**src/rtl/rv32_operand_fetch_if.sv**
```systemverilog
// Bundle between decode, execute, write-back and the register file for
// rv32_operand_fetch: issue handshake, operand stage, write-back and RF ports.
interface rv32_operand_fetch_if #(
    parameter int XLEN = 32,
    parameter int RA_W = 5
);
    logic            iss_valid;
    logic            iss_ready;
    logic [RA_W-1:0] iss_rs1;
    logic [RA_W-1:0] iss_rs2;
    logic [RA_W-1:0] iss_rd;
    logic            iss_rd_wen;

    logic            op_valid;
    logic            op_ready;
    logic [XLEN-1:0] op_rs1_data;
    logic [XLEN-1:0] op_rs2_data;
    logic [RA_W-1:0] op_rd;
    logic            op_rd_wen;

    logic            wb_valid;
    logic [RA_W-1:0] wb_rd;
    logic [XLEN-1:0] wb_data;
    logic            flush;

    logic [RA_W-1:0] rf_ra1;
    logic [RA_W-1:0] rf_ra2;
    logic [XLEN-1:0] rf_rd1;
    logic [XLEN-1:0] rf_rd2;
    logic            rf_wen;
    logic [RA_W-1:0] rf_wa;
    logic [XLEN-1:0] rf_wd;

    // environment side: decode, execute, write-back and register file
    modport master (
        output iss_valid, iss_rs1, iss_rs2, iss_rd, iss_rd_wen,
        output op_ready, wb_valid, wb_rd, wb_data, flush,
        output rf_rd1, rf_rd2,
        input  iss_ready, op_valid, op_rs1_data, op_rs2_data,
        input  op_rd, op_rd_wen,
        input  rf_ra1, rf_ra2, rf_wen, rf_wa, rf_wd
    );

    // operand-fetch side
    modport slave (
        input  iss_valid, iss_rs1, iss_rs2, iss_rd, iss_rd_wen,
        input  op_ready, wb_valid, wb_rd, wb_data, flush,
        input  rf_rd1, rf_rd2,
        output iss_ready, op_valid, op_rs1_data, op_rs2_data,
        output op_rd, op_rd_wen,
        output rf_ra1, rf_ra2, rf_wen, rf_wa, rf_wd
    );
endinterface

```
**src/rtl/rv32_operand_fetch.sv**
```systemverilog
// RV32 operand fetch: RF read/write steering, RAW/WAW scoreboard, write-back
// bypass, one-entry valid/ready operand stage. Ports: clk, rst_n, bus (slave).
module rv32_operand_fetch #(
    parameter int XLEN = 32,
    parameter int RA_W = 5
) (
    input logic                 clk,
    input logic                 rst_n,
    rv32_operand_fetch_if.slave bus
);
    localparam int NREG = 1 << RA_W;

    logic [NREG-1:0] sb;
    logic [NREG-1:0] sb_next;
    logic            hazard;
    logic            ready;
    logic            accept;
    logic [XLEN-1:0] src1;
    logic [XLEN-1:0] src2;

    // a write-back landing this cycle releases its register early
    function automatic logic eb(
        input logic [NREG-1:0] s,
        input logic [RA_W-1:0] r,
        input logic            wv,
        input logic [RA_W-1:0] wr
    );
        return (r != '0) && s[r] && !(wv && wr == r);
    endfunction

    function automatic logic [XLEN-1:0] pick(
        input logic [RA_W-1:0] r,
        input logic [XLEN-1:0] rf,
        input logic            wv,
        input logic [RA_W-1:0] wr,
        input logic [XLEN-1:0] wd
    );
        if (r == '0) return '0;
        if (wv && wr == r) return wd;
        return rf;
    endfunction

    assign bus.rf_ra1 = bus.iss_rs1;
    assign bus.rf_ra2 = bus.iss_rs2;
    assign bus.rf_wen = bus.wb_valid;
    assign bus.rf_wa  = bus.wb_rd;
    assign bus.rf_wd  = bus.wb_data;

    always_comb begin
        hazard = eb(sb, bus.iss_rs1, bus.wb_valid, bus.wb_rd)
              || eb(sb, bus.iss_rs2, bus.wb_valid, bus.wb_rd)
              || (bus.iss_rd_wen
                  && eb(sb, bus.iss_rd, bus.wb_valid, bus.wb_rd));
        ready  = (!bus.op_valid || bus.op_ready) && !hazard && !bus.flush;
        accept = bus.iss_valid && ready;
        src1   = pick(bus.iss_rs1, bus.rf_rd1,
                      bus.wb_valid, bus.wb_rd, bus.wb_data);
        src2   = pick(bus.iss_rs2, bus.rf_rd2,
                      bus.wb_valid, bus.wb_rd, bus.wb_data);
    end

    assign bus.iss_ready = ready;

    // clears first, then the new claim, so a same-index set wins
    always_comb begin
        sb_next = sb;
        if (bus.wb_valid)
            sb_next[bus.wb_rd] = 1'b0;
        if (bus.flush && bus.op_valid && bus.op_rd_wen)
            sb_next[bus.op_rd] = 1'b0;
        if (accept && bus.iss_rd_wen)
            sb_next[bus.iss_rd] = 1'b1;
        sb_next[0] = 1'b0;
    end

    always_ff @(posedge clk or negedge rst_n) begin
        if (!rst_n) begin
            sb              <= '0;
            bus.op_valid    <= 1'b0;
            bus.op_rs1_data <= '0;
            bus.op_rs2_data <= '0;
            bus.op_rd       <= '0;
            bus.op_rd_wen   <= 1'b0;
        end else begin
            sb <= sb_next;
            if (accept) begin
                bus.op_valid    <= 1'b1;
                bus.op_rs1_data <= src1;
                bus.op_rs2_data <= src2;
                bus.op_rd       <= bus.iss_rd;
                bus.op_rd_wen   <= bus.iss_rd_wen;
            end else if (bus.flush || bus.op_ready) begin
                bus.op_valid <= 1'b0;
            end
        end
    end
endmodule

```
**src/flat_wrapper.sv**
```systemverilog
// flat-port wrapper written by rule: the top's interface ports become plain ports
module rv32_operand_fetch_flat 
#(
    parameter int XLEN = 32,
    parameter int RA_W = 5
)
  (clk, rst_n, bus_iss_valid, bus_iss_rs1, bus_iss_rs2, bus_iss_rd, bus_iss_rd_wen, bus_op_ready, bus_wb_valid, bus_wb_rd, bus_wb_data, bus_flush, bus_rf_rd1, bus_rf_rd2, bus_iss_ready, bus_op_valid, bus_op_rs1_data, bus_op_rs2_data, bus_op_rd, bus_op_rd_wen, bus_rf_ra1, bus_rf_ra2, bus_rf_wen, bus_rf_wa, bus_rf_wd);
  rv32_operand_fetch_if #(.XLEN(XLEN), .RA_W(RA_W)) bus_i ();
  input logic clk;
  input logic rst_n;
  input wire logic [$bits(bus_i.iss_valid)-1:0] bus_iss_valid;
  input wire logic [$bits(bus_i.iss_rs1)-1:0] bus_iss_rs1;
  input wire logic [$bits(bus_i.iss_rs2)-1:0] bus_iss_rs2;
  input wire logic [$bits(bus_i.iss_rd)-1:0] bus_iss_rd;
  input wire logic [$bits(bus_i.iss_rd_wen)-1:0] bus_iss_rd_wen;
  input wire logic [$bits(bus_i.op_ready)-1:0] bus_op_ready;
  input wire logic [$bits(bus_i.wb_valid)-1:0] bus_wb_valid;
  input wire logic [$bits(bus_i.wb_rd)-1:0] bus_wb_rd;
  input wire logic [$bits(bus_i.wb_data)-1:0] bus_wb_data;
  input wire logic [$bits(bus_i.flush)-1:0] bus_flush;
  input wire logic [$bits(bus_i.rf_rd1)-1:0] bus_rf_rd1;
  input wire logic [$bits(bus_i.rf_rd2)-1:0] bus_rf_rd2;
  output wire logic [$bits(bus_i.iss_ready)-1:0] bus_iss_ready;
  output wire logic [$bits(bus_i.op_valid)-1:0] bus_op_valid;
  output wire logic [$bits(bus_i.op_rs1_data)-1:0] bus_op_rs1_data;
  output wire logic [$bits(bus_i.op_rs2_data)-1:0] bus_op_rs2_data;
  output wire logic [$bits(bus_i.op_rd)-1:0] bus_op_rd;
  output wire logic [$bits(bus_i.op_rd_wen)-1:0] bus_op_rd_wen;
  output wire logic [$bits(bus_i.rf_ra1)-1:0] bus_rf_ra1;
  output wire logic [$bits(bus_i.rf_ra2)-1:0] bus_rf_ra2;
  output wire logic [$bits(bus_i.rf_wen)-1:0] bus_rf_wen;
  output wire logic [$bits(bus_i.rf_wa)-1:0] bus_rf_wa;
  output wire logic [$bits(bus_i.rf_wd)-1:0] bus_rf_wd;
  assign bus_i.iss_valid = bus_iss_valid;
  assign bus_i.iss_rs1 = bus_iss_rs1;
  assign bus_i.iss_rs2 = bus_iss_rs2;
  assign bus_i.iss_rd = bus_iss_rd;
  assign bus_i.iss_rd_wen = bus_iss_rd_wen;
  assign bus_i.op_ready = bus_op_ready;
  assign bus_i.wb_valid = bus_wb_valid;
  assign bus_i.wb_rd = bus_wb_rd;
  assign bus_i.wb_data = bus_wb_data;
  assign bus_i.flush = bus_flush;
  assign bus_i.rf_rd1 = bus_rf_rd1;
  assign bus_i.rf_rd2 = bus_rf_rd2;
  assign bus_iss_ready = bus_i.iss_ready;
  assign bus_op_valid = bus_i.op_valid;
  assign bus_op_rs1_data = bus_i.op_rs1_data;
  assign bus_op_rs2_data = bus_i.op_rs2_data;
  assign bus_op_rd = bus_i.op_rd;
  assign bus_op_rd_wen = bus_i.op_rd_wen;
  assign bus_rf_ra1 = bus_i.rf_ra1;
  assign bus_rf_ra2 = bus_i.rf_ra2;
  assign bus_rf_wen = bus_i.rf_wen;
  assign bus_rf_wa = bus_i.rf_wa;
  assign bus_rf_wd = bus_i.rf_wd;
  rv32_operand_fetch #(.XLEN(XLEN), .RA_W(RA_W)) u_core (.clk(clk), .rst_n(rst_n), .bus(bus_i));
endmodule
```
**config.mk**
```make
export PLATFORM = sky130hd
export DESIGN_NAME = rv32_operand_fetch_flat
export DESIGN_NICKNAME = d
export VERILOG_FILES = /design/src/rtl/rv32_operand_fetch_if.sv /design/src/rtl/rv32_operand_fetch.sv /design/src/flat_wrapper.sv
export SDC_FILE = /design/constraint.sdc
export NUM_CORES = 1
export LEC_CHECK = 0
export ABC_AREA = 0
export CORE_UTILIZATION = 50
export DETAILED_ROUTE_END_ITERATION = 7
export DONT_BUFFER_PORTS = 1
export GPL_ROUTABILITY_DRIVEN = 0
export SLEW_MARGIN = 40
export SYNTH_ARGS = -nofsm -noshare
export SYNTH_HDL_FRONTEND = slang
export SYNTH_SLANG_ARGS = --single-unit
```
**constraint.sdc**
```tcl
create_clock -name clk -period 3.5 [get_ports clk]
set_input_delay 0.525 -clock clk [delete_from_list [all_inputs] [get_ports clk]]
set_output_delay 0.525 -clock clk [all_outputs]
set_load 0.02 [all_outputs]
```
==> results of run 1 <==
-- stage by stage --
stage / util / worst slack [ns]
6_report: 0.520 / 0.444
5_1_grt: 0.520 / 0.290
2_1_floorplan: - / 0.376
4_1_cts: 0.520 / 0.433
3_3_place_gp: 0.494 / 0.500
3_5_place_dp: 0.496 / 0.452
-- worst paths after layout --
check / start / end / slack, ns
min in group clk: bus_flush / u_core.bus.op_valid / 0.27
max reg2reg: u_core.sb[29] / u_core.bus.op_rs2_data[26] / 0.55
max: u_core.sb[4] / bus_iss_ready / 0.44
min reg2reg: u_core.sb[8] / u_core.sb[8] / 0.60
min: rst_n / u_core.sb[20] / 0.07
max in group asynchronous: rst_n / u_core.bus.op_rd[0] / 2.97
-- cells by family (layout without fill, tap and decap cells) --
family,Yosys count,in the layout,share of synthesized area
mux,133,133,0.253
xor+xnor,15,15,0.0201
flops,102,102,0.391
compound gates,115,115,0.136
buf+inv,97,32,0.0926
simple gates,140,140,0.107
-- per-layer routing --
layer,up-vias,share of wire,global-route usage
met5,-,0,0
met4,0,0.024,0.103
met3,47,0.12,0.0841
met2,350,0.48,0.434
met1,2379,0.38,0.331
li1,2057,-,-
-- state kept, by name, summed over array words and instances (netlist names) --
| name | flops |
|---|---|
| u_core.bus.op_rs1_data | 32 |
| u_core.bus.op_rd_wen | 1 |
| u_core.sb | 31 |
| u_core.bus.op_rd | 5 |
| u_core.bus.op_valid | 1 |
| u_core.bus.op_rs2_data | 32 |
-- power by group through the flow --
stage | Sequential (mW) | Combinational [mW] | Clock, mW
2_1_floorplan | 1.93 | 0.521 | 0
3_3_place_gp | 2.01 | 0.466 | 0
3_5_place_dp | 2.02 | 0.490 | 0
4_1_cts | 2.00 | 0.519 | 0.965
5_1_grt | 2.04 | 0.573 | 1.00
6_report | 2.00 | 0.515 | 0.944
-- critical path: cells and delay by family (launching register included) --
kind                   cells  cell delay, ns
DFF                        1            0.43
muxes                      1            0.47
buffers and inverters      1            0.18
and+or+nand+nor            1            0.23
AOI/OAI and AO/OA          3            0.85
-- placed cells by master (no fill, tap or decap), types with 3 or more instances in the layout --
master	instances
clkbuf_16	9
xor2_1	12
nand3_1	8
nand2_1	43
a22o_1	34
mux4_2	18
nor2b_1	3
nand3b_1	9
nor4_1	4
or3b_2	5
o221ai_1	32
xnor2_1	3
o21ai_0	29
or3_1	5
mux2i_1	39
inv_1	6
nor2_1	42
mux2_2	6
dfrtp_1	102
nor3b_1	4
mux2_1	70
buf_4	8
o21ai_1	5
-- final cells by class --
type | instances | area (um2)
Fill cell | 1113 | 6080
Multi-Input combinational cell | 403 | 3400
Sequential cell | 102 | 2550
Clock buffer | 10 | 239
Tap cell | 172 | 215
Timing Repair Buffer | 11 | 123
Clock inverter | 5 | 35.0
Inverter | 6 | 22.5
==> results.sh, run 1 <==
export IMPL_synth_seq_cells=102
export IMPL_antenna_found_initial=0
export IMPL_nets=656
export IMPL_wl_per_cell_um=25.9
export IMPL_cp_cell_sequence="mux4_2 > a22o_1 > a221o_1 > o2111a_1 > nor3_1 > buf_4"
export IMPL_tns_ns=0
export IMPL_worstPathArrival_ns=2.53
export IMPL_grtUsageTotal=0.267
export IMPL_r2r_cells=7
export IMPL_final_cells=709
export IMPL_final_min_clock_period_ns=3.06
export IMPL_critPathMaxStageDelay_ns=0.47
export IMPL_max_freq_mhz=327
export IMPL_grt_max_degree=103
export IMPL_die_w_um=116
export IMPL_final_cell_area_um2=6590
export IMPL_crit_required_ns=2.97
export IMPL_run_status="finished, final reports clean"
export IMPL_clock_latency_ns=0.35
export IMPL_power_switching_mw=1.23
export IMPL_vias_per_cell=6.82
export IMPL_ys_top_cells_by_count="102 x dfrtp_1, 70 x mux2_1, 49 x buf_4"
export IMPL_synth_flop_cell="dfrtp_1"
export IMPL_p_comb_frac=0.149
export IMPL_finalSetupViolations=0
export IMPL_power_leakage_nw=2.54
export IMPL_synth_top_cells_by_area="dfrtp_1 39%, mux2_1 12%, mux4_2 6.2%"
export IMPL_slew_violations=0
export IMPL_cp_slowest_cell="mux4_2"
export IMPL_die_y_um=116
export IMPL_antenna_cells=0
export IMPL_grt_pass1_wl_um=26600
export IMPL_yosysMostFrequentCell="dfrtp_1"
export IMPL_root_buffer="clkbuf_16"
export IMPL_synthCells=602
export IMPL_whs_ns=0.0700
export IMPL_drive_gt1_frac=0.119
export IMPL_netlist_area_um2=6530
export IMPL_pwr_density_cell_nw_per_um2=526
export IMPL_dr_total_vias=4833
export IMPL_cts_htree_levels=3
export IMPL_place_area_um2=6280
export IMPL_power_mw=3.46
export IMPL_portBuffers=0
export IMPL_async_reset_ff_frac=1.00
export IMPL_intPower_mw=2.23
export IMPL_pwr_share_seq=0.578
export IMPL_post_cts_buffers=0
export IMPL_cts_resized=0
export IMPL_area_delta_synth_final_pct=0.920
export IMPL_seq_area_frac_synth=0.391
export IMPL_dp_hpwl_um=12900
export IMPL_drcViolationCount=0
export IMPL_hold_buffers=1
export IMPL_cp_max_fo=4
export IMPL_clkPwrFrac=0.273
export IMPL_tightestPinTransition_ns=0.822
export IMPL_yosysWarnings=0
export IMPL_core_area_um2=12700
export IMPL_synth_edf_count=0
export IMPL_finalHoldViolCount=0
export IMPL_period_share=0.873
export IMPL_p_sw_frac=0.356
export IMPL_synth_top_cell_area_share=0.391
export IMPL_cts_buffers=9
export IMPL_yosysUniqueCellTypes=47
export IMPL_clock_skew_ns=0.00907
export IMPL_drt_iter0_drc=423
export IMPL_initial_core_util=0.515
export IMPL_cts_tree="yes"
export IMPL_clockBufferDepth=2
export IMPL_design_die_area_um2=13500
export IMPL_post_synth_cell_area_avg_um2=10.8
export IMPL_max_cap_violations=0
export IMPL_grt_pass1_vias=4660
export IMPL_numPlacedInstances=693
export IMPL_max_slew_margin=0.450
export IMPL_vdd_ir_drop_worst_mv=0.433
export IMPL_wirelength_um=18400
export IMPL_syn_nets=725
export IMPL_crit_type="reg -> out"
export IMPL_hp_class="in -> async"
export IMPL_cp_start_kind="flop"
export IMPL_grt_setup_unrepaired="false"
export IMPL_firstDrtPassIters=5
export IMPL_clkTransAtPathRegs_ns=0.07
export IMPL_grt_overflow=0
export IMPL_cp_end_kind="output pin"
export IMPL_clock_sinks=102
export IMPL_yosys_area_top_type="dfrtp_1"
export IMPL_io_pins=243
export IMPL_std_cell_rows=41
export IMPL_antenna_left=0
Power figures use the tool's default switching activity.
==> run 2, diff against run 1 <==
==> constraint.sdc (replaced) <==
create_clock -name clk -period 3.5 [get_ports clk]
set_input_delay 0.35 -clock clk [delete_from_list [all_inputs] [get_ports clk]]
set_output_delay 0.35 -clock clk [all_outputs]
set_load 0.02 [all_outputs]
==> run 2 against run 1 <==
Net effect:
- sequential cell count unchanged
- via count decreased by 0.46%
- fmax increased by 3.7%
- first-iteration DRC count shrank 15%
- design area decreased by 0.15%
- cell count fell by 0.14%
- critical path type is now reg -> reg
==> results.sh, run 2 (same netlist as run 1, synthesis figures left out) <==
export IMPL_antenna_left=0
export IMPL_portBuffers=0
export IMPL_r2r_end="u_core.sb[30]"
export IMPL_drive_gt1_frac=0.118
export IMPL_grt_pass1_wl_um=27900
export IMPL_tns_ns=0
export IMPL_drt_iter0_drc=358
export IMPL_grt_max_degree=103
export IMPL_grtUsageTotal=0.279
export IMPL_cp_num_buf_inv=0
export IMPL_max_slew_margin=0.452
export IMPL_r2r_start="u_core.sb[31]"
export IMPL_die_y_um=116
export IMPL_startpoint="u_core.sb[31]"
export IMPL_antenna_cells=0
export IMPL_power_leakage_nw=2.54
export IMPL_design_die_area_um2=13500
export IMPL_vias_per_cell=6.80
export IMPL_clock_skew_ns=0.00593
export IMPL_initial_core_util=0.515
export IMPL_final_util=0.519
export IMPL_vdd_ir_drop_worst_mv=0.308
export IMPL_final_min_clock_period_ns=2.95
export IMPL_firstDrtPassIters=5
export IMPL_io_pins=243
export IMPL_power_mw=3.45
export IMPL_cts_buffers=9
export IMPL_cp_endpoint="u_core.sb[30]"
export IMPL_finalHoldViolCount=0
export IMPL_cp_cell_sequence="mux4_2 > a22o_1 > a221o_1 > o2111a_1 > or3b_2 > o21ai_0"
export IMPL_root_buffer="clkbuf_16"
export IMPL_r2r_cells=6
export IMPL_dr_total_vias=4811
export IMPL_clock_sinks=102
export IMPL_cp_start_kind="flop"
export IMPL_hp_class="in -> reg"
export IMPL_final_cell_mix="102 x dfrtp_1, 70 x mux2_1, 43 x nand2_1"
export IMPL_reg2reg_setup_slack_ns=0.55
export IMPL_cts_resized=0
export IMPL_tightestPinTransition_ns=0.819
export IMPL_run_status="finished, final reports clean"
export IMPL_cp_slowest_cell="or3b_2"
export IMPL_clkTransAtPathRegs_ns=0.07
export IMPL_reg_largest_list="u_core.bus.op_rs1_data (32), u_core.bus.op_rs2_data (32), u_core.sb (31)"
export IMPL_final_common_cell="dfrtp_1"
export IMPL_cts_htree_levels=3
export IMPL_grt_setup_unrepaired="false"
export IMPL_hold_buffers=2
export IMPL_clockBufferDepth=2
export IMPL_finalSetupViolations=0
export IMPL_post_cts_buffers=0
export IMPL_antenna_found_initial=0
export IMPL_max_cap_violations=0
export IMPL_core_area_um2=12700
export IMPL_period_share=0.842
export IMPL_wirelength_um=18700
export IMPL_drcViolationCount=0
export IMPL_dp_hpwl_um=13100
export IMPL_std_cell_rows=41
export IMPL_nets=656
export IMPL_crit_required_ns=3.76
export IMPL_crit_cells=6
export IMPL_clock_latency_ns=0.35
export IMPL_critPathMaxStageDelay_ns=0.79
export IMPL_worstPathArrival_ns=3.21
export IMPL_multi_input_area_um2=3400
export IMPL_area_delta_synth_final_pct=0.767
export IMPL_crit_family="compound AO/OA/AOI/OAI gates"
export IMPL_wl_per_cell_um=26.4
export IMPL_pwr_density_cell_nw_per_um2=524
export IMPL_grt_pass1_vias=4729
export IMPL_die_w_um=116
export IMPL_crit_type="reg -> reg"
export IMPL_cp_end_kind="flop"
export IMPL_grt_overflow=0
export IMPL_seq_area_um2=2550
export IMPL_max_freq_mhz=339
export IMPL_n_fill_cell=1162
export IMPL_cts_tree="yes"
export IMPL_cp_max_fo=32
export IMPL_slew_violations=0
export IMPL_hold_start="bus_flush"
run 2: final cells by class:
class,instances,share of cell area
Tap cell,172,0.0327
Clock buffer,9,0.0342
Sequential cell,102,0.388
Timing Repair Buffer,11,0.0190
Inverter,6,0.00342
Multi-Input combinational cell,403,0.517
Clock inverter,5,0.00552
run 2: routing by layer:
metal,GRT usage,part of all wire,vias up
li1,-,-,2055
met1,0.347,0.37,2385
met2,0.439,0.47,323
met3,0.0856,0.12,48
met4,0.144,0.036,0
met5,0,0,-
run 2: worst register-to-register path, cell delays in order, from the launching register on:
cell      delay, ns
dfrtp_1        0.41
mux4_2         0.51
a22o_1         0.26
a221o_1        0.27
o2111a_1       0.32
or3b_2         0.79
o21ai_0        0.29
run 2: worst min-delay path by stage:
stage                     endpoint  slack, ns  cells past startpoint
2_1_floorplan  u_core.bus.op_rd[0]       0.05                      0
3_5_place_dp          u_core.sb[6]       0.06                      0
6_report       u_core.bus.op_valid       0.09                      1
5_1_grt        u_core.bus.op_valid       0.08                      1
3_3_place_gp          u_core.sb[3]       0.06                      0
4_1_cts        u_core.bus.op_valid       0.09                      1
run 2: stage by stage:
| stage | setup WS (ns) | hold WS [ns] | instances | instance area, um2 |
|---|---|---|---|---|
| 5_1_grt | 0.356 | 0.0799 | 708 | 6580 |
| 6_report | 0.553 | 0.0938 | 708 | 6580 |
| 3_3_place_gp | 0.603 | 0.0602 | 691 | 6260 |
| 4_1_cts | 0.551 | 0.0853 | 708 | 6580 |
| 2_1_floorplan | 0.561 | 0.0544 | 602 | 6530 |
| 3_5_place_dp | 0.582 | 0.0597 | 692 | 6280 |
run 2: power by group:
part / internal, mW / total [mW] / switching [mW]
Clock: 0.477 / 0.931 / 0.454
Sequential: 1.45 / 1.99 / 0.544
Combinational: 0.283 / 0.522 / 0.239
Total: 2.21 / 3.45 / 1.24
